## src/rtl/mem_port_arbiter_if.sv

```systemverilog
// mem_port_arbiter_if: fetch, data and shared-memory-port signals.
// The arbiter takes the slave side; requesters and memory take the master side.
interface mem_port_arbiter_if;
    logic        if_req;
    logic [31:0] if_addr;
    logic [31:0] if_rdata;
    logic        if_done;
    logic        d_req;
    logic        d_we;
    logic [1:0]  d_size;
    logic [31:0] d_addr;
    logic [31:0] d_wdata;
    logic [31:0] d_rdata;
    logic        d_done;
    logic [31:0] mem_addr;
    logic [31:0] mem_wdata;
    logic        mem_we;
    logic [3:0]  mem_be;
    logic [31:0] mem_rdata;
    logic        stall_if;
    logic        stall_mem;

    modport slave (
        input  if_req, if_addr,
        input  d_req, d_we, d_size, d_addr, d_wdata,
        input  mem_rdata,
        output if_rdata, if_done,
        output d_rdata, d_done,
        output mem_addr, mem_wdata, mem_we, mem_be,
        output stall_if, stall_mem
    );

    modport master (
        output if_req, if_addr,
        output d_req, d_we, d_size, d_addr, d_wdata,
        output mem_rdata,
        input  if_rdata, if_done,
        input  d_rdata, d_done,
        input  mem_addr, mem_wdata, mem_we, mem_be,
        input  stall_if, stall_mem
    );
endinterface

```

## src/rtl/mem_port_arbiter.sv

```systemverilog
// mem_port_arbiter: shares one memory port between fetch and data requesters.
// Define MEM_ARB_FAIR_EN for round-robin on contention; otherwise data wins.
module mem_port_arbiter #(
    parameter int WAIT_CYCLES = 2
) (
    input  logic clk,
    input  logic reset,
    mem_port_arbiter_if.slave bus
);
    typedef enum logic [1:0] {
        IDLE,
        ACCESS,
        RESP
    } state_t;

    localparam logic [2:0] LAST = 3'(WAIT_CYCLES - 1);

    state_t      state;
    state_t      state_nx;
    logic        grant_d;
    logic        grant_d_nx;
    logic [2:0]  cnt;
    logic [2:0]  cnt_nx;
    logic [31:0] addr_q;
    logic [1:0]  size_q;
    logic        we_q;
    logic [31:0] wdata_q;
    logic [31:0] resp_q;
    logic        pick_d;
    logic        start;
    logic        last;
    logic        resp_v;
    logic        if_done;
    logic        d_done;
    logic [3:0]  be;
    logic [31:0] wd;

    assign start = (state == IDLE)
                 & (bus.if_req | bus.d_req);
    assign last  = (state == ACCESS)
                 & (cnt == LAST);

`ifdef MEM_ARB_FAIR_EN
    // On contention, hand the port to whoever did not have it last.
    assign pick_d = bus.d_req
                  & (~bus.if_req | ~grant_d);
`else
    assign pick_d = bus.d_req;
`endif

    always_ff @(posedge clk) begin
        if (reset) begin
            state   <= IDLE;
            cnt     <= 3'd0;
            grant_d <= 1'b1;
        end else begin
            state   <= state_nx;
            cnt     <= cnt_nx;
            grant_d <= grant_d_nx;
        end
    end

    always_ff @(posedge clk) begin
        if (reset) begin
            addr_q  <= '0;
            size_q  <= 2'b00;
            we_q    <= 1'b0;
            wdata_q <= '0;
            resp_q  <= '0;
        end else begin
            if (start) begin
                addr_q  <= pick_d ? bus.d_addr : bus.if_addr;
                size_q  <= pick_d ? bus.d_size : 2'b00;
                we_q    <= pick_d & bus.d_we;
                wdata_q <= pick_d ? bus.d_wdata : '0;
            end
            if (last) begin
                resp_q <= bus.mem_rdata;
            end
        end
    end

    always_comb begin
        state_nx   = state;
        cnt_nx     = cnt;
        grant_d_nx = grant_d;
        unique case (state)
            IDLE: begin
                if (start) begin
                    state_nx   = ACCESS;
                    cnt_nx     = 3'd0;
                    grant_d_nx = pick_d;
                end
            end
            ACCESS: begin
                if (cnt == LAST) begin
                    state_nx = RESP;
                    cnt_nx   = 3'd0;
                end else begin
                    cnt_nx = cnt + 3'd1;
                end
            end
            RESP: begin
                state_nx = IDLE;
            end
            default: begin
                state_nx = IDLE;
            end
        endcase
    end

    // Lane 3 is byte offset 0 (big-endian port).
    always_comb begin
        be = 4'b1111;
        wd = wdata_q;
        unique case (size_q)
            2'b01: begin
                be = 4'b1000 >> addr_q[1:0];
                wd = {4{wdata_q[7:0]}};
            end
            2'b10: begin
                be = addr_q[1] ? 4'b0011 : 4'b1100;
                wd = {2{wdata_q[15:0]}};
            end
            default: begin
                be = 4'b1111;
                wd = wdata_q;
            end
        endcase
    end

    // Reset wins in the same cycle so an abandoned store never writes.
    assign resp_v  = (state == RESP) & ~reset;
    assign if_done = resp_v & ~grant_d;
    assign d_done  = resp_v & grant_d;

    assign bus.mem_addr  = {addr_q[31:2], 2'b00};
    assign bus.mem_wdata = wd;
    assign bus.mem_be    = (state == ACCESS) ? be : 4'b0000;
    assign bus.mem_we    = last & we_q & ~reset;

    assign bus.if_done   = if_done;
    assign bus.d_done    = d_done;
    assign bus.if_rdata  = if_done ? resp_q : '0;
    assign bus.d_rdata   = d_done ? resp_q : '0;
    assign bus.stall_if  = bus.if_req & ~if_done;
    assign bus.stall_mem = bus.d_req & ~d_done;
endmodule

```

## src/flat_wrapper.sv

```systemverilog
// flat-port wrapper written by rule: the top's interface ports become plain ports
module mem_port_arbiter_flat 
#(
    parameter int WAIT_CYCLES = 2
)
  (clk, reset, bus_if_req, bus_if_addr, bus_d_req, bus_d_we, bus_d_size, bus_d_addr, bus_d_wdata, bus_mem_rdata, bus_if_rdata, bus_if_done, bus_d_rdata, bus_d_done, bus_mem_addr, bus_mem_wdata, bus_mem_we, bus_mem_be, bus_stall_if, bus_stall_mem);
  mem_port_arbiter_if bus_i ();
  input  logic clk;
  input  logic reset;
  input wire logic [$bits(bus_i.if_req)-1:0] bus_if_req;
  input wire logic [$bits(bus_i.if_addr)-1:0] bus_if_addr;
  input wire logic [$bits(bus_i.d_req)-1:0] bus_d_req;
  input wire logic [$bits(bus_i.d_we)-1:0] bus_d_we;
  input wire logic [$bits(bus_i.d_size)-1:0] bus_d_size;
  input wire logic [$bits(bus_i.d_addr)-1:0] bus_d_addr;
  input wire logic [$bits(bus_i.d_wdata)-1:0] bus_d_wdata;
  input wire logic [$bits(bus_i.mem_rdata)-1:0] bus_mem_rdata;
  output wire logic [$bits(bus_i.if_rdata)-1:0] bus_if_rdata;
  output wire logic [$bits(bus_i.if_done)-1:0] bus_if_done;
  output wire logic [$bits(bus_i.d_rdata)-1:0] bus_d_rdata;
  output wire logic [$bits(bus_i.d_done)-1:0] bus_d_done;
  output wire logic [$bits(bus_i.mem_addr)-1:0] bus_mem_addr;
  output wire logic [$bits(bus_i.mem_wdata)-1:0] bus_mem_wdata;
  output wire logic [$bits(bus_i.mem_we)-1:0] bus_mem_we;
  output wire logic [$bits(bus_i.mem_be)-1:0] bus_mem_be;
  output wire logic [$bits(bus_i.stall_if)-1:0] bus_stall_if;
  output wire logic [$bits(bus_i.stall_mem)-1:0] bus_stall_mem;
  assign bus_i.if_req = bus_if_req;
  assign bus_i.if_addr = bus_if_addr;
  assign bus_i.d_req = bus_d_req;
  assign bus_i.d_we = bus_d_we;
  assign bus_i.d_size = bus_d_size;
  assign bus_i.d_addr = bus_d_addr;
  assign bus_i.d_wdata = bus_d_wdata;
  assign bus_i.mem_rdata = bus_mem_rdata;
  assign bus_if_rdata = bus_i.if_rdata;
  assign bus_if_done = bus_i.if_done;
  assign bus_d_rdata = bus_i.d_rdata;
  assign bus_d_done = bus_i.d_done;
  assign bus_mem_addr = bus_i.mem_addr;
  assign bus_mem_wdata = bus_i.mem_wdata;
  assign bus_mem_we = bus_i.mem_we;
  assign bus_mem_be = bus_i.mem_be;
  assign bus_stall_if = bus_i.stall_if;
  assign bus_stall_mem = bus_i.stall_mem;
  mem_port_arbiter #(.WAIT_CYCLES(WAIT_CYCLES)) u_core (.clk(clk), .reset(reset), .bus(bus_i));
endmodule
```

## config.mk

```make
export PLATFORM = sky130hd
export DESIGN_NAME = mem_port_arbiter_flat
export DESIGN_NICKNAME = d
export VERILOG_FILES = /design/src/rtl/mem_port_arbiter_if.sv /design/src/rtl/mem_port_arbiter.sv /design/src/flat_wrapper.sv
export SDC_FILE = /design/constraint.sdc
export NUM_CORES = 1
export LEC_CHECK = 0
export CORE_ASPECT_RATIO = 1.4
export CORE_MARGIN = 1.5
export CORE_UTILIZATION = 41
export DETAILED_ROUTE_END_ITERATION = 16
export PLACE_DENSITY = 0.87
export SLEW_MARGIN = 0
export SYNTH_ARGS = -nofsm -noshare
export SYNTH_HDL_FRONTEND = slang
export SYNTH_SLANG_ARGS = --single-unit
```

## constraint.sdc

```tcl
create_clock -name clk -period 2.75 [get_ports clk]
set_clock_uncertainty 0.05 [all_clocks]
set_input_delay 0.6875 -clock clk [delete_from_list [all_inputs] [get_ports clk]]
set_output_delay 0.6875 -clock clk [all_outputs]
set_load 0.05 [all_outputs]
```

==> reports/results.txt <==
The number of clock buffers added by TritonCTS is 9. The netlist uses 33 different library cells. The tools report the final RePlAce weighted congestion as 0.847. The run gives 0.310 ns as the worst setup slack before clock tree synthesis. Detailed placement ended at an HPWL of 13.6 mm.

The count of buffers added on input and output ports is 269. In the global route stage, overall resource usage came out at 24.7%. Most instantiated flip-flop cell in the synthesis netlist: sky130_fd_sc_hd__dfxtp_1.

TritonCTS built the clock tree. The post-synthesis simple-gate area fraction came out at 18.2%. Endpoint with the worst hold slack: u_core.we_q. The core area is 13300 sq um. The maximum level of the CTS H-tree was 3.

The tool flagged a number of max-cap violations equal to 0. The routed wirelength normalized by instance count is 16.8 microns. In this run the vertical extent of the chip is 141 microns. CTS saw 105 sinks. The number of hold buffers added after CTS was 0. Once routing completed, OpenROAD measured the worst setup slack at 0.0749 ns. Of the cells placed in the final design, the portion with a size suffix greater than 1 is 17.2%.

Largest net degree at the start of global routing: 66. By area, the combinational part of the netlist is dominated by compound AO/OA/AOI/OAI gates. At the worst endpoint, the required time is 2.01 ns.

Along the worst path, the maximum fanout reaches 10. Post-layout utilization of the core: 70.3%. The register bit count reported by yosys is 105, and the fraction of the mapped netlist area in compound gates is 24.6%. The sequential element share of the synthesized area is 37.7%, and the mean post-synth cell area is 7.81 sq um. After detailed routing, the total wire length is 18.3 mm. The relative slew slack came out at 59.2%. The adder and majority gate portion of the synthesized area came out at 0.673%. The tools report the launching element type of the critical path as a flop.

The routed layout has 5740 vias. After synthesis, the share of flip-flops with an asynchronous set or reset is 0%. In the layout the commonest cells are 170 x sky130_fd_sc_hd__clkdlybuf4s50_1, 105 x sky130_fd_sc_hd__a21oi_1, 105 x sky130_fd_sc_hd__dfxtp_1.

The xor/xnor cell area share of the yosys netlist was 0%. Using the TritonRoute via totals, the vias-per-cell ratio works out to 5.27. Initial core utilization: 41.8%. In the synthesized netlist, mux cells make up 5.74% of the area. The tools report the total overflow reported by the global router as 0. The count of nets left with antenna violations once routing finished came out at 0.

Worst hold path class: flop to flop. The run gives 0 as the DRC violation count after routing. In this run, the number of DRC markers left after iteration 0 of detailed routing was 255.

At the later pin of the worst-skew pair, clock insertion delay measures 0.33 ns. Most common cell after layout, fill and taps aside: sky130_fd_sc_hd__clkdlybuf4s50_1. The number of slew-limit violations in the final report was 0; the worst-case clock buffer depth was 2.

The root buffer cell chosen for the clock tree is sky130_fd_sc_hd__clkbuf_16. The area growth from synthesis to final layout works out to 68.1%. The floorplan step defined a die boundary enclosing 14300 sq um.

During synthesis, Yosys emitted a total of 0 warnings. In the finished design, the share of the clock period the worst path needs comes to 97.3%. The first detailed-routing pass ran for 6 iterations.

The antenna diode count was 0. At the pin with the least slew margin, the transition time is 0.612 ns. The post-layout net count is 1041, and the number of primary I/O pins is 272. Power spread over the standard cell area amounts to 466 nW/um^2. Counting instances, the worst hold path has a depth of 2.

The initial antenna violation count is 0, and the die width is 102 microns. Setup violations remaining at the end of the flow were counted as 0. The category of the most critical setup path is flop to primary output.

In this run the static leakage power is 3.61 nW. Across all hold checks on the routed design, the worst slack comes to 0.417 ns. In this run the critical register-to-register path is launched from u_core.state[0]. Counting cells, the worst reg-to-reg path comes to 4. In this run, synthesis inferred 0 flip-flops with an integrated enable. The cell count after synthesis came out at 714. After synthesis the cells add up to 5580 sq um.

The flow ran to the end, and the final reports show no timing, DRC or antenna violations. The worst setup path is captured at a primary output. After clock tree synthesis, the clock-pin slew on the worst setup and hold paths is 0.07 ns. The data arrival time of the critical path is 1.94 ns. The worst voltage drop across the vdd grid was 0.336 mV; the achievable clock frequency was 374 MHz.

The shortest period the worst path allows was 2.68 ns. In this run the most critical hold path is launched from u_core.we_q. The via count of the first global-routing pass came out at 5474.

Number of hold violations in the final report: 0. The endpoint identified for the worst register-to-register timing path is u_core.wdata_q[18]. In this run the core area contains 50 standard-cell rows.

For the slack of the worst reg-to-reg path, the log shows 0.88 ns. The logs give 27.7 mm for the first-pass GRT wire length and 1005 for the number of fill cells.
metrics by stage:
stage | std cells | setup TNS (ns) | area (sq um) | power [mW]
after floorplan | 715 | -0.703 | 5600 | 2.52
after global placement | 1074 | 0 | 9050 | 2.99
after detailed placement | 1074 | 0 | 9050 | 3.02
after CTS | 1089 | 0 | 9370 | 4.40
after global routing | 1089 | -0.0173 | 9370 | 4.56
final | 1089 | 0 | 9370 | 4.37
state kept, by name (all words and copies together), names as in the netlist:
register	count
u_core.resp_q	32
u_core.wdata_q	32
u_core.we_q	1
u_core.addr_q	32
u_core.size_q	2
u_core.state	2
u_core.cnt	3
u_core.grant_d	1
logic make-up (layout without fill, tap and decap cells):
logic type / Yosys count / count (layout)
other: 1 / 2
and+or+nand+nor: 184 / 184
buffers and inverters: 143 / 335
adders and majority gates: 3 / 3
AOI/OAI and AO/OA: 246 / 246
DFF: 105 / 105
muxes: 32 / 32
critical path, cell delays in order (launching register included):
cell and delay [ns]:
sky130_fd_sc_hd__dfxtp_1 0.35, sky130_fd_sc_hd__inv_1 0.09, sky130_fd_sc_hd__ha_1 0.35, sky130_fd_sc_hd__or2_2 0.26, sky130_fd_sc_hd__nand2_1 0.11, sky130_fd_sc_hd__o21ai_1 0.26, sky130_fd_sc_hd__buf_12 0.18
synthesized netlist by cell type (all sizes together) (8+ instances only):
master	number	area (sq um)
or3	33	206
o21ai	88	440
mux2i	32	320
a22o	8	70.1
buf	54	389
dfxtp	105	2100
a211oi	32	240
a21oi	105	526
a22oi	8	60.1
inv	36	135
and2	67	419
nand2	62	233
clkbuf	53	199
worst max path at each step:
stage          slack, ns  depth (start not counted)              from                end
2_1_floorplan      -0.11                          5  u_core.size_q[0]  bus_mem_wdata[24]
6_report            0.07                          6  u_core.size_q[1]  bus_mem_wdata[21]
3_3_place_gp        0.36                          5             reset    bus_d_rdata[13]
5_1_grt            -0.02                          6  u_core.size_q[1]  bus_mem_wdata[21]
3_5_place_dp        0.31                          5             reset    bus_d_rdata[20]
4_1_cts             0.05                          6  u_core.size_q[0]      bus_mem_be[1]
metal layers:
metal / track usage, % / wire length, microns / vias up
met2: 44.6 / 9580 / 252
met4: 12.2 / 789 / 0
li1: - / - / 2770
met5: 0 / 0 / -
met3: 6.45 / 1310 / 57
met1: 26.1 / 6580 / 2661
layout make-up:
class / count / area (sq um) / area share, %
tap: 182 / 228 / 2.43
clock buffer: 11 / 243 / 2.59
timing repair buffer: 284 / 3780 / 40.4
inverter: 36 / 135 / 1.44
sequential: 105 / 2100 / 22.4
multi-input combinational: 467 / 2800 / 29.9
clock inverter: 4 / 76.3 / 0.814
timing repair:
action | CTS | global route
gates resized for setup | 0 | 2
setup endpoints to repair | 0 | 8
buffers inserted | 0 | 0
where the power goes:
group	switching, mW	leakage [nW]	internal, mW
sequential	0.0775	0.861	1.63
clock	0.557	0.152	0.822
combinational	0.744	2.59	0.543
total	1.38	3.61	2.99
Power figures use the tool's default switching activity.
